**config.mk**
```make
export PLATFORM = sky130hd
export DESIGN_NAME = ccu_multi
export DESIGN_NICKNAME = d
export VERILOG_FILES = /design/src/rtl/ccu_multi.sv
export SDC_FILE = /design/constraint.sdc
export NUM_CORES = 1
export LEC_CHECK = 0
export CELL_PAD_IN_SITES_DETAIL_PLACEMENT = 0
export CELL_PAD_IN_SITES_GLOBAL_PLACEMENT = 1
export CORE_MARGIN = 2
export CORE_UTILIZATION = 47
export CTS_CLUSTER_SIZE = 40
export DETAILED_ROUTE_END_ITERATION = 8
export GPL_TIMING_DRIVEN = 0
export PLACE_DENSITY = 0.79
export SLEW_MARGIN = 20
export SYNTH_ARGS = -nofsm -noshare
export SYNTH_HDL_FRONTEND = slang
export SYNTH_SLANG_ARGS = --single-unit
```
**constraint.sdc**
```tcl
create_clock -name clk -period 3.57 [get_ports clk]
set_clock_uncertainty 0.05 [all_clocks]
set_input_delay 0.714 -clock clk [delete_from_list [all_inputs] [get_ports clk]]
set_output_delay 0.714 -clock clk [all_outputs]
set_load 0.01 [all_outputs]
```
**src/rtl/ccu_multi.sv**
```systemverilog
// ccu_multi: multi-channel pedestrian crossing controller with per-channel phase timers and round-robin walk grants.
// Optional flash mode (all channels blinking orange) is compiled in with CCU_FLASH_EN.
module ccu_multi #(
    parameter int CHANNELS      = 2,
    parameter int CNT_W         = 16,
    parameter int GREEN_TICKS   = 20,
    parameter int ORANGE_TICKS  = 5,
    parameter int RED_MIN_TICKS = 10
`ifdef CCU_FLASH_EN
    ,
    parameter int FLASH_TICKS   = 4
`endif
) (
    input  logic                                         clk,
    input  logic                                         reset,
    input  logic                                         tick,
    input  logic [CHANNELS-1:0]                          request,
`ifdef CCU_FLASH_EN
    input  logic                                         flash,
`endif
    output logic [CHANNELS-1:0]                          green_walk,
    output logic [CHANNELS-1:0]                          orange_walk,
    output logic [CHANNELS-1:0]                          red_hand,
    output logic [CHANNELS-1:0]                          tr,
    output logic                                         walk_valid,
    output logic [(CHANNELS > 1 ? $clog2(CHANNELS) : 1)-1:0] walk_ch
);
    localparam int CH_W = CHANNELS > 1 ? $clog2(CHANNELS) : 1;
    localparam logic [CNT_W-1:0] G_LD = CNT_W'(GREEN_TICKS - 1);
    localparam logic [CNT_W-1:0] O_LD = CNT_W'(ORANGE_TICKS - 1);
    localparam logic [CNT_W-1:0] R_LD = CNT_W'(RED_MIN_TICKS - 1);

    typedef enum logic [1:0] {
        RED_HAND,
        GREEN_WALK,
        ORANGE_WALK
`ifdef CCU_FLASH_EN
        ,
        FLASH
`endif
    } state_t;

    state_t              st   [CHANNELS];
    state_t              st_n [CHANNELS];
    logic [CNT_W-1:0]    cnt  [CHANNELS];
    logic [CHANNELS-1:0] pend, red_done, cand, fin, chg, g_n, o_w, o_n, r_n;
    logic [CH_W-1:0]     last, gch, win, w_lo, w_hi;
    logic                gnt_v, grant, any_lo, any_hi;
`ifdef CCU_FLASH_EN
    localparam logic [CNT_W-1:0] F_LD = CNT_W'(FLASH_TICKS - 1);
    logic                in_fl, lit, lit_n;
    logic [CNT_W-1:0]    bcnt;
`endif

    always_comb begin
        any_lo = 1'b0;
        any_hi = 1'b0;
        w_lo = '0;
        w_hi = '0;
        // Lowest eligible index overall, and lowest above the last grant: the latter wins when present.
        for (int i = CHANNELS - 1; i >= 0; i--) begin
            cand[i] = pend[i] && red_done[i] && st[i] == RED_HAND;
            if (cand[i]) begin
                any_lo = 1'b1;
                w_lo = CH_W'(i);
            end
            if (cand[i] && i > int'(last)) begin
                any_hi = 1'b1;
                w_hi = CH_W'(i);
            end
        end
        win = any_hi ? w_hi : w_lo;
`ifdef CCU_FLASH_EN
        grant = any_lo && !walk_valid && !gnt_v && !flash && !in_fl;
        lit_n = !in_fl ? 1'b1 : (tick && bcnt == '0) ? !lit : lit;
`else
        grant = any_lo && !walk_valid && !gnt_v;
`endif
        for (int i = 0; i < CHANNELS; i++) begin
            fin[i] = tick && cnt[i] == '0;
            case (st[i])
                GREEN_WALK:  st_n[i] = fin[i] ? ORANGE_WALK : GREEN_WALK;
                ORANGE_WALK: st_n[i] = fin[i] ? RED_HAND : ORANGE_WALK;
                default:     st_n[i] = gnt_v && gch == CH_W'(i) ? GREEN_WALK : RED_HAND;
            endcase
`ifdef CCU_FLASH_EN
            if (flash) st_n[i] = FLASH;
`endif
            chg[i] = st_n[i] != st[i];
            g_n[i] = st_n[i] == GREEN_WALK;
            o_w[i] = st_n[i] == ORANGE_WALK;
            r_n[i] = st_n[i] == RED_HAND;
`ifdef CCU_FLASH_EN
            o_n[i] = o_w[i] || (st_n[i] == FLASH && lit_n);
`else
            o_n[i] = o_w[i];
`endif
        end
    end

    always_ff @(posedge clk or negedge reset) begin
        if (!reset) begin
            for (int i = 0; i < CHANNELS; i++) begin
                st[i]  <= RED_HAND;
                cnt[i] <= '0;
            end
            pend        <= '0;
            red_done    <= '1;
            green_walk  <= '0;
            orange_walk <= '0;
            red_hand    <= '1;
            tr          <= '0;
            walk_valid  <= 1'b0;
            walk_ch     <= '0;
            last        <= CH_W'(CHANNELS - 1);
            gch         <= '0;
            gnt_v       <= 1'b0;
`ifdef CCU_FLASH_EN
            in_fl       <= 1'b0;
            lit         <= 1'b0;
            bcnt        <= '0;
`endif
        end else begin
            gnt_v       <= grant;
            green_walk  <= g_n;
            orange_walk <= o_n;
            red_hand    <= r_n;
            tr          <= chg;
            walk_valid  <= |(g_n | o_w);
            if (grant) begin
                gch  <= win;
                last <= win;
            end
            if (|(g_n & chg)) walk_ch <= gch;
`ifdef CCU_FLASH_EN
            in_fl <= flash;
            lit   <= lit_n;
            bcnt  <= (!in_fl || (tick && bcnt == '0)) ? F_LD : tick ? bcnt - 1'b1 : bcnt;
`endif
            for (int i = 0; i < CHANNELS; i++) begin
                st[i] <= st_n[i];
`ifdef CCU_FLASH_EN
                pend[i] <= !flash && !(grant && win == CH_W'(i)) && (pend[i] || (request[i] && st[i] == RED_HAND));
`else
                pend[i] <= !(grant && win == CH_W'(i)) && (pend[i] || (request[i] && st[i] == RED_HAND));
`endif
                // Loading on entry means the entry-edge tick never counts toward the new phase.
                if (chg[i])
                    cnt[i] <= st_n[i] == GREEN_WALK ? G_LD : st_n[i] == ORANGE_WALK ? O_LD : R_LD;
                else if (tick && cnt[i] != '0)
                    cnt[i] <= cnt[i] - 1'b1;
                if (chg[i] && st_n[i] == RED_HAND)
                    red_done[i] <= 1'b0;
                else if (st[i] == RED_HAND && fin[i])
                    red_done[i] <= 1'b1;
            end
        end
    end
endmodule

```
## After elaboration in Yosys (flattened, before gate mapping)

Index checks and enable logic that the tools add are counted.

- Bitwise logic cells: 4
- Reductions and logical operators: 43
- Equality and inequality tests: 10
- Multiplexer cells: 25
- Magnitude comparators: 1
- $add $sub $neg: 2

Operator list:

| kind | number |
|---|---|
| 16-bit 2-to-1 mux | 4 |
| 16-bit zero test | 2 |
| 16-bit nonzero test | 2 |
| 16-bit by 1-bit subtractor with 16-bit output, second input constant | 2 |
| 1-bit logical AND | 23 |
| 1-bit 2-to-1 mux | 11 |
| 5-bit 2-to-1 mux | 2 |
| 2-bit by 1-bit == test with 1-bit output, second input constant | 4 |
| 2-bit == test, second input constant | 4 |
| 2-bit zero test | 4 |
| 2-bit 2-to-1 mux | 4 |
| 4-bit 2-to-1 mux | 2 |
| 2-bit one-hot mux with 2 select lines | 2 |
| 2-bit nonzero test | 4 |
| 1-bit zero test | 4 |
| 2-bit inequality test | 2 |
| 2-bit OR reduction | 2 |
| 2-bit AND | 1 |
| 1-bit logical OR | 2 |
| 1-bit inverter | 2 |
| 2-bit OR | 1 |
| 1-bit greater-than comparator, first input constant | 1 |

- Bits of input ports: 5
- Output and inout bits: 10
- Flip-flop bits (word level): 53
- Word-level logic and storage cells: 101

## Longest topological paths before layout

Gate-level depths: netlist (run 1).

- Word-level depth: 9
- Mapped depth: 11
- Depth with buffers taken out: 11

## Worst setup path before layout (run 1)

Ideal clock, no wire load.

- Kind: register -> register
- Start point: register cnt[8] in the netlist's numbering
- End point: register walk_ch
- Period minus slack after synthesis: 2.763 ns
- Library setup time: 0.128 ns
- Setup slack: 0.807 ns
- Data required time: 3.392 ns
- Data arrival time: 2.585 ns
- Buffers on the path: 1
- Cell stages (with the launch flop): 10
- Cell sequence: dfrtp_1 > or4_4 > or4_1 > clkbuf_1 > nor2_1 > nand2_1 > a31o_2 > ha_1 > a22oi_2 > mux2_1

RTL lines:

| item | line | source |
|---|---|---|
| start: declaration | 45 | `logic [CNT_W-1:0] cnt [CHANNELS];` |
| start signal: indexed assignment | 149 | `cnt[i] <= st_n[i] == GREEN_WALK ? G_LD : st_n[i] == ORANGE_WALK ? O_LD : R_LD;` |
| start signal: indexed assignment | 151 | `cnt[i] <= cnt[i] - 1'b1;` |
| end signal: assignment | 134 | `if (\|(g_n & chg)) walk_ch <= gch;` |
| end: declaration | 26 | `output logic [(CHANNELS > 1 ? $clog2(CHANNELS) : 1)-1:0] walk_ch` |

==> impl_metrics.ini, run 1 <==
[synth]
synthArstFlopShare_pct = 100
synth.yosys.warnings = 0
yosys_register_bits = 53
avgSynthCellArea_um2 = 10.0
synth_most_common_cell = dfrtp_1
ys_types = 45
synth_top_cells_by_count = dfrtp_1, nor2_1, nand2_1
synth_top_area_share_pct = 42.5
syn_nets = 306
ys_top_cells_by_area = dfrtp_1, ha_1, xnor2_1
synth-edff-count = 0
syn_area_mm2 = 0.00283
syn-instance-count = 283
ys.flop_type = dfrtp_1
ys_seq_area_share_pct = 47.1
yosysTopAreaCell = dfrtp_1

[finish]
fin_nets = 326
final_util_pct = 53.9
drive_above_1_share_pct = 11.5
area_growth_pct = 12.1
stdcell_count = 379
antenna_cells = 0
fillers = 555

[global_routing]
first_global_vias = 2021
overflow = 0
grt_start_max_net_pins = 54
grtUsageTotal_pct = 18.0
grt_pass1_wl_um = 9240
antenna_found_initial = 0

[setup_path]
cp_data_required_time_ns = 3.72
slowest_stage = or4_4
critical_path_depth = 9
cp-end-kind = flop
cp_max_fo = 6
slowest_delay_ns = 0.59
start_kind = flop
reg2reg_to = walk_ch
ff2ff_setup_slack_ns = 0.62
path_class = flop to flop
cp.arrival_ns = 3.10
critPathTopFamily = simple AND/OR/NAND/NOR gates
r2r-start = cnt[8]
crit_path_cell_trace = or4_4 -> or4_1 -> clkbuf_1 -> nor2_1 -> nand2_1 -> a31o_2 -> ha_1 -> a22oi_2 -> mux2_1
r2r_cells = 9
crit_buf_inv = 1

[power]
peakVddDrop_mv = 0.457
p_sw_share_pct = 42.2
p_comb_share_pct = 47.6
intPower_mw = 1.63
p_sw_mw = 1.19
pwr-share-clk_pct = 15.2
p_per_area_mw_per_mm2 = 891
pwr-share-seq_pct = 37.2
leakage_nw = 1.35

[clock_network]
htreeDepth = 2
clk_transition_reported_paths_ns = 0.10
tritoncts = yes
cts_buffers = 5
clk_latency_ns = 0.31
ctsHoldBuffers = 0
cts_setup_buffers = 0
root_buffer = clkbuf_8
cts_resized = 0
cts_buffer_depth = 2
cts.sinks = 53

[placement]
dp_hpwl_um = 3670
globalplace.congestion = 0.777
dp_cells = 371
numPortBuffers = 13

[hold_path]
hold_class = input port to async pin

[die]
die_w_um = 81.6
die-area_mm2 = 0.00666
core_mm2 = 0.00589
rows = 28
start_util_pct = 48.1
design.portCount = 15
die_h_um = 81.6

[drt]
dr_total_vias = 1992
ant_nets = 0
drt_iter0_drc = 132
first_pass_iters = 4
remaining_drc_errors = 0
wl_um = 5150
wl_per_cell_um = 13.6
vias_per_cell = 5.26

[sta]
finalCriticalPeriod_ns = 2.95
max_freq_mhz = 339
maxSlewViolCount = 0
worstMarginPinSlew_ns = 0.915
hold_violations = 0
setup_tns_ns = 0
slew_headroom_pct = 38.4
rsz0062_at_grt = no
setup_viol = 0
min_period_over_period_pct = 82.6

[run_status]
outcome = finished clean

[job]
cap_violations = 0
## flip-flops by register name (all words and copies together), names as in the netlist
name         cells
red_hand         2
last             1
walk_valid       1
st               4
walk_ch          1
cnt             32
gnt_v            1
tr               2
gch              1
red_done         2
green_walk       2
orange_walk      2
pend             2
## power groups by stage
stage,clock [mW],sequential (mW),combinational [mW]
detailed placement,0,1.06,1.36
CTS,0.442,1.05,1.37
finish,0.431,1.05,1.34
floorplan,0,1.03,1.02
global placement,0,1.06,1.35
global route,0.464,1.09,1.55
## worst register-to-register path: cells and delay by family, from the launching register on
family	cells	cell delay, ns
buffers and inverters	1	0.19
adder cells (fa/ha/maj)	1	0.22
AO/OA/AOI/OAI	2	0.44
flip-flops	1	0.42
AND/OR/NAND/NOR	4	1.20
multiplexers	1	0.33
## layout by cell type, fill, tap and decap left out, types with 3 or more instances in the layout
cell             synthesis  layout
nor3_1                   9       9
dfrtp_1                 48      48
nand3_1                  5       5
clkdlybuf4s50_1          0      12
ha_1                    18      18
or3_1                    6       6
inv_1                   12      12
a211oi_1                 3       3
o21ai_0                 15      15
or4_1                    6       6
o211ai_2                 3       3
nor2_1                  38      38
mux2i_1                  3       3
a21oi_1                 17      17
nor4_1                  10      10
clkbuf_8                 0       6
nand2_1                 20      20
dfstp_2                  5       5
xor2_1                   7       7
xnor2_1                 18      18
buf_2                    6       6
nand4_1                  3       3
## routing by layer
layer / track usage, % / part of all wire [%] / vias to the layer above
li1: - / - / 1033
met1: 25.2 / 51 / 939
met2: 28.6 / 46 / 15
met3: 3.41 / 1.9 / 5
met4: 5.17 / 1.1 / 0
met5: 0 / 0 / -
## cells by family (layout without fill, tap and decap cells)
logic type | after synthesis | count (layout) | synth area share, %
AND/OR/NAND/NOR | 116 | 116 | 22.0
flip-flops | 53 | 53 | 47.1
AO/OA/AOI/OAI | 45 | 45 | 10.1
XOR/XNOR | 25 | 25 | 7.74
buffers and inverters | 21 | 42 | 3.18
adder cells (fa/ha/maj) | 18 | 18 | 7.96
multiplexers | 5 | 5 | 1.86
## worst max path at each step
stage | start | endpoint | slack (ns)
6_report | cnt[8] | walk_ch | 0.62
5_1_grt | cnt[8] | walk_ch | 0.46
4_1_cts | cnt[8] | walk_ch | 0.60
3_5_place_dp | tick | walk_ch | 0.60
3_3_place_gp | reset | cnt[22] | 0.1
2_1_floorplan | cnt[8] | walk_ch | 0.81
## per-stage QoR
step	hold slack (ns)	power, mW	worst slack, ns	area [um2]
2_1_floorplan	0.368	2.05	0.807	2830
3_3_place_gp	0.446	2.41	0.0974	3050
3_5_place_dp	0.453	2.43	0.605	3050
4_1_cts	0.405	2.87	0.598	3170
5_1_grt	0.434	3.11	0.465	3170
6_report	0.381	2.83	0.623	3170
## layout make-up
type / instances / area (um2) / share of cell area, %
Buffer: 9 / 45.0 / 1.42
Clock buffer: 6 / 82.6 / 2.60
Clock inverter: 2 / 37.5 / 1.18
Inverter: 12 / 45.0 / 1.42
Multi-Input combinational cell: 209 / 1410 / 44.4
Sequential cell: 53 / 1330 / 42.0
Tap cell: 75 / 93.8 / 2.96
Timing Repair Buffer: 13 / 128 / 4.03
No activity file was read; power rests on OpenSTA's default activity.
==> run 2, diff against run 1 <==
==> constraint.sdc (replaced) <==
create_clock -name clk -period 2.8 [get_ports clk]
set_clock_uncertainty 0.05 [all_clocks]
set_input_delay 0.56 -clock clk [delete_from_list [all_inputs] [get_ports clk]]
set_output_delay 0.56 -clock clk [all_outputs]
set_load 0.01 [all_outputs]
==> run 2 against run 1 <==
Worst setup slack worse by 0.45 ns. Core utilization up 1.6 points. Via count up 2.4%. Sequential share of layout area down 1.2 points.
==> impl_metrics.ini, run 2 (same netlist as run 1, synthesis figures left out) <==
[placement]
dp_cells = 371
globalplace.congestion = 0.777
dp_hpwl_um = 3670
numPortBuffers = 13

[sta]
worstMarginPinSlew_ns = 0.880
setup_viol = 0
hold_violations = 0
finalCriticalPeriod_ns = 2.63
slew_headroom_pct = 40.8
maxSlewViolCount = 0
rsz0062_at_grt = no
min_period_over_period_pct = 93.9
setup_tns_ns = 0
max_freq_mhz = 380

[clock_network]
clk_transition_reported_paths_ns = 0.10
ctsHoldBuffers = 0
cts_buffer_depth = 2
tritoncts = yes
cts.sinks = 53
root_buffer = clkbuf_8
cts_buffers = 5
clk_latency_ns = 0.31
htreeDepth = 2

[drt]
drt_iter0_drc = 154
wl_um = 5360
first_pass_iters = 4
remaining_drc_errors = 0
vias_per_cell = 5.28
ant_nets = 0
wl_per_cell_um = 13.9
dr_total_vias = 2040

[setup_path]
cp.arrival_ns = 2.78
cp_max_fo = 4
start_kind = flop
cp-end-kind = flop
path_class = flop to flop
cp_data_required_time_ns = 2.95

[finish]
reg_top3 = cnt: 32 flops, st: 4 flops
area_growth_pct = 15.3
final_cell_mix = dfrtp_1, nor2_1, nand2_1
stdcell_count = 386
fin_nets = 333
top_register = cnt
antenna_cells = 0
drive_above_1_share_pct = 15.4
final_common_cell = dfrtp_1
largest_reg_flops = 32

[die]
die_h_um = 81.6
rows = 28
start_util_pct = 48.1
design.portCount = 15
die_w_um = 81.6
core_mm2 = 0.00589
die-area_mm2 = 0.00666

[job]
cap_violations = 0

[global_routing]
grtUsageTotal_pct = 18.4
antenna_found_initial = 0
first_global_vias = 2057
grt_start_max_net_pins = 54
overflow = 0
grt_pass1_wl_um = 9420

[power]
peakVddDrop_mv = 0.584
p_per_area_mw_per_mm2 = 1150
leakage_nw = 1.40
total_power_mw = 3.75

[run_status]
outcome = finished clean

[hold_path]
hold_class = input port to async pin
==> run 2: cell count changes in the layout (fill, tap and decap cells not counted), sizes merged <==
cell and change:
buf +8, clkbuf -1
==> run 2: critical path, stage by stage (launching register included) <==
cell	delay, ns
dfrtp_1	0.42
inv_1	0.08
ha_1	0.13
or4b_4	0.47
or2_4	0.27
nor2_1	0.10
nand2_1	0.09
a31o_4	0.24
ha_2	0.19
a22oi_2	0.15
mux2_1	0.33
==> run 2: power breakdown <==
part           leakage, nW  switching, mW  internal, mW  total (mW)
registers            0.681          0.263          1.08        1.34
clock network       0.0574          0.258         0.291       0.549
logic                0.666           1.04         0.816        1.86
total                 1.40           1.56          2.19        3.75
==> run 2: layout make-up <==
| cell class | count | area [um2] |
|---|---|---|
| multi-input cells | 209 | 1440 |
| clock inverters | 2 | 37.5 |
| repair buffers | 21 | 188 |
| fillers | 546 | 2620 |
| clock buffers | 6 | 82.6 |
| inverters | 12 | 45.0 |
| plain buffers | 8 | 41.3 |
| flip-flops and latches | 53 | 1330 |
| well taps | 75 | 93.8 |
==> run 2: through the flow <==
step           cell area [um2]  utilization, %  worst slack, ns  hold slack, ns
2_1_floorplan             2830               -           0.0370           0.214
3_3_place_gp              3050            51.9           -0.519           0.446
3_5_place_dp              3050            51.8           -0.152           0.453
4_1_cts                   3220            54.8           0.0245           0.251
5_1_grt                   3260            55.4          0.00386           0.280
6_report                  3260            55.4            0.170           0.218
==> run 2: worst paths after layout <==
check | slack (ns) | from | end | cells after the start
min | 0.22 | reset | cnt[4] | 1
max in group asynchronous | 2.03 | reset | cnt[18] | 1
max reg2reg | 0.17 | cnt[1] | walk_ch | 10
min reg2reg | 0.46 | walk_ch | walk_ch | 1
min in group clk | 0.46 | walk_ch | walk_ch | 1
max | 0.17 | cnt[1] | walk_ch | 10
==> run 2: repair_timing <==
| item | 4_1_cts | 5_1_grt |
|---|---|---|
| pin swaps | 2 | 3 |
| buffers inserted | 5 | 3 |
| resized for setup | 4 | 3 |
| endpoints found under the setup margin | 1 | 1 |
==> run 2: per-layer routing <==
metal	wire length (um)	global-route usage (%)	part of all wire [%]	vias up
li1	-	-	-	1043
met5	0	0	0	-
met1	2650	25.2	49	970
met2	2520	30.1	47	22
met3	136	3.41	2.5	5
met4	55	5.00	1.0	0
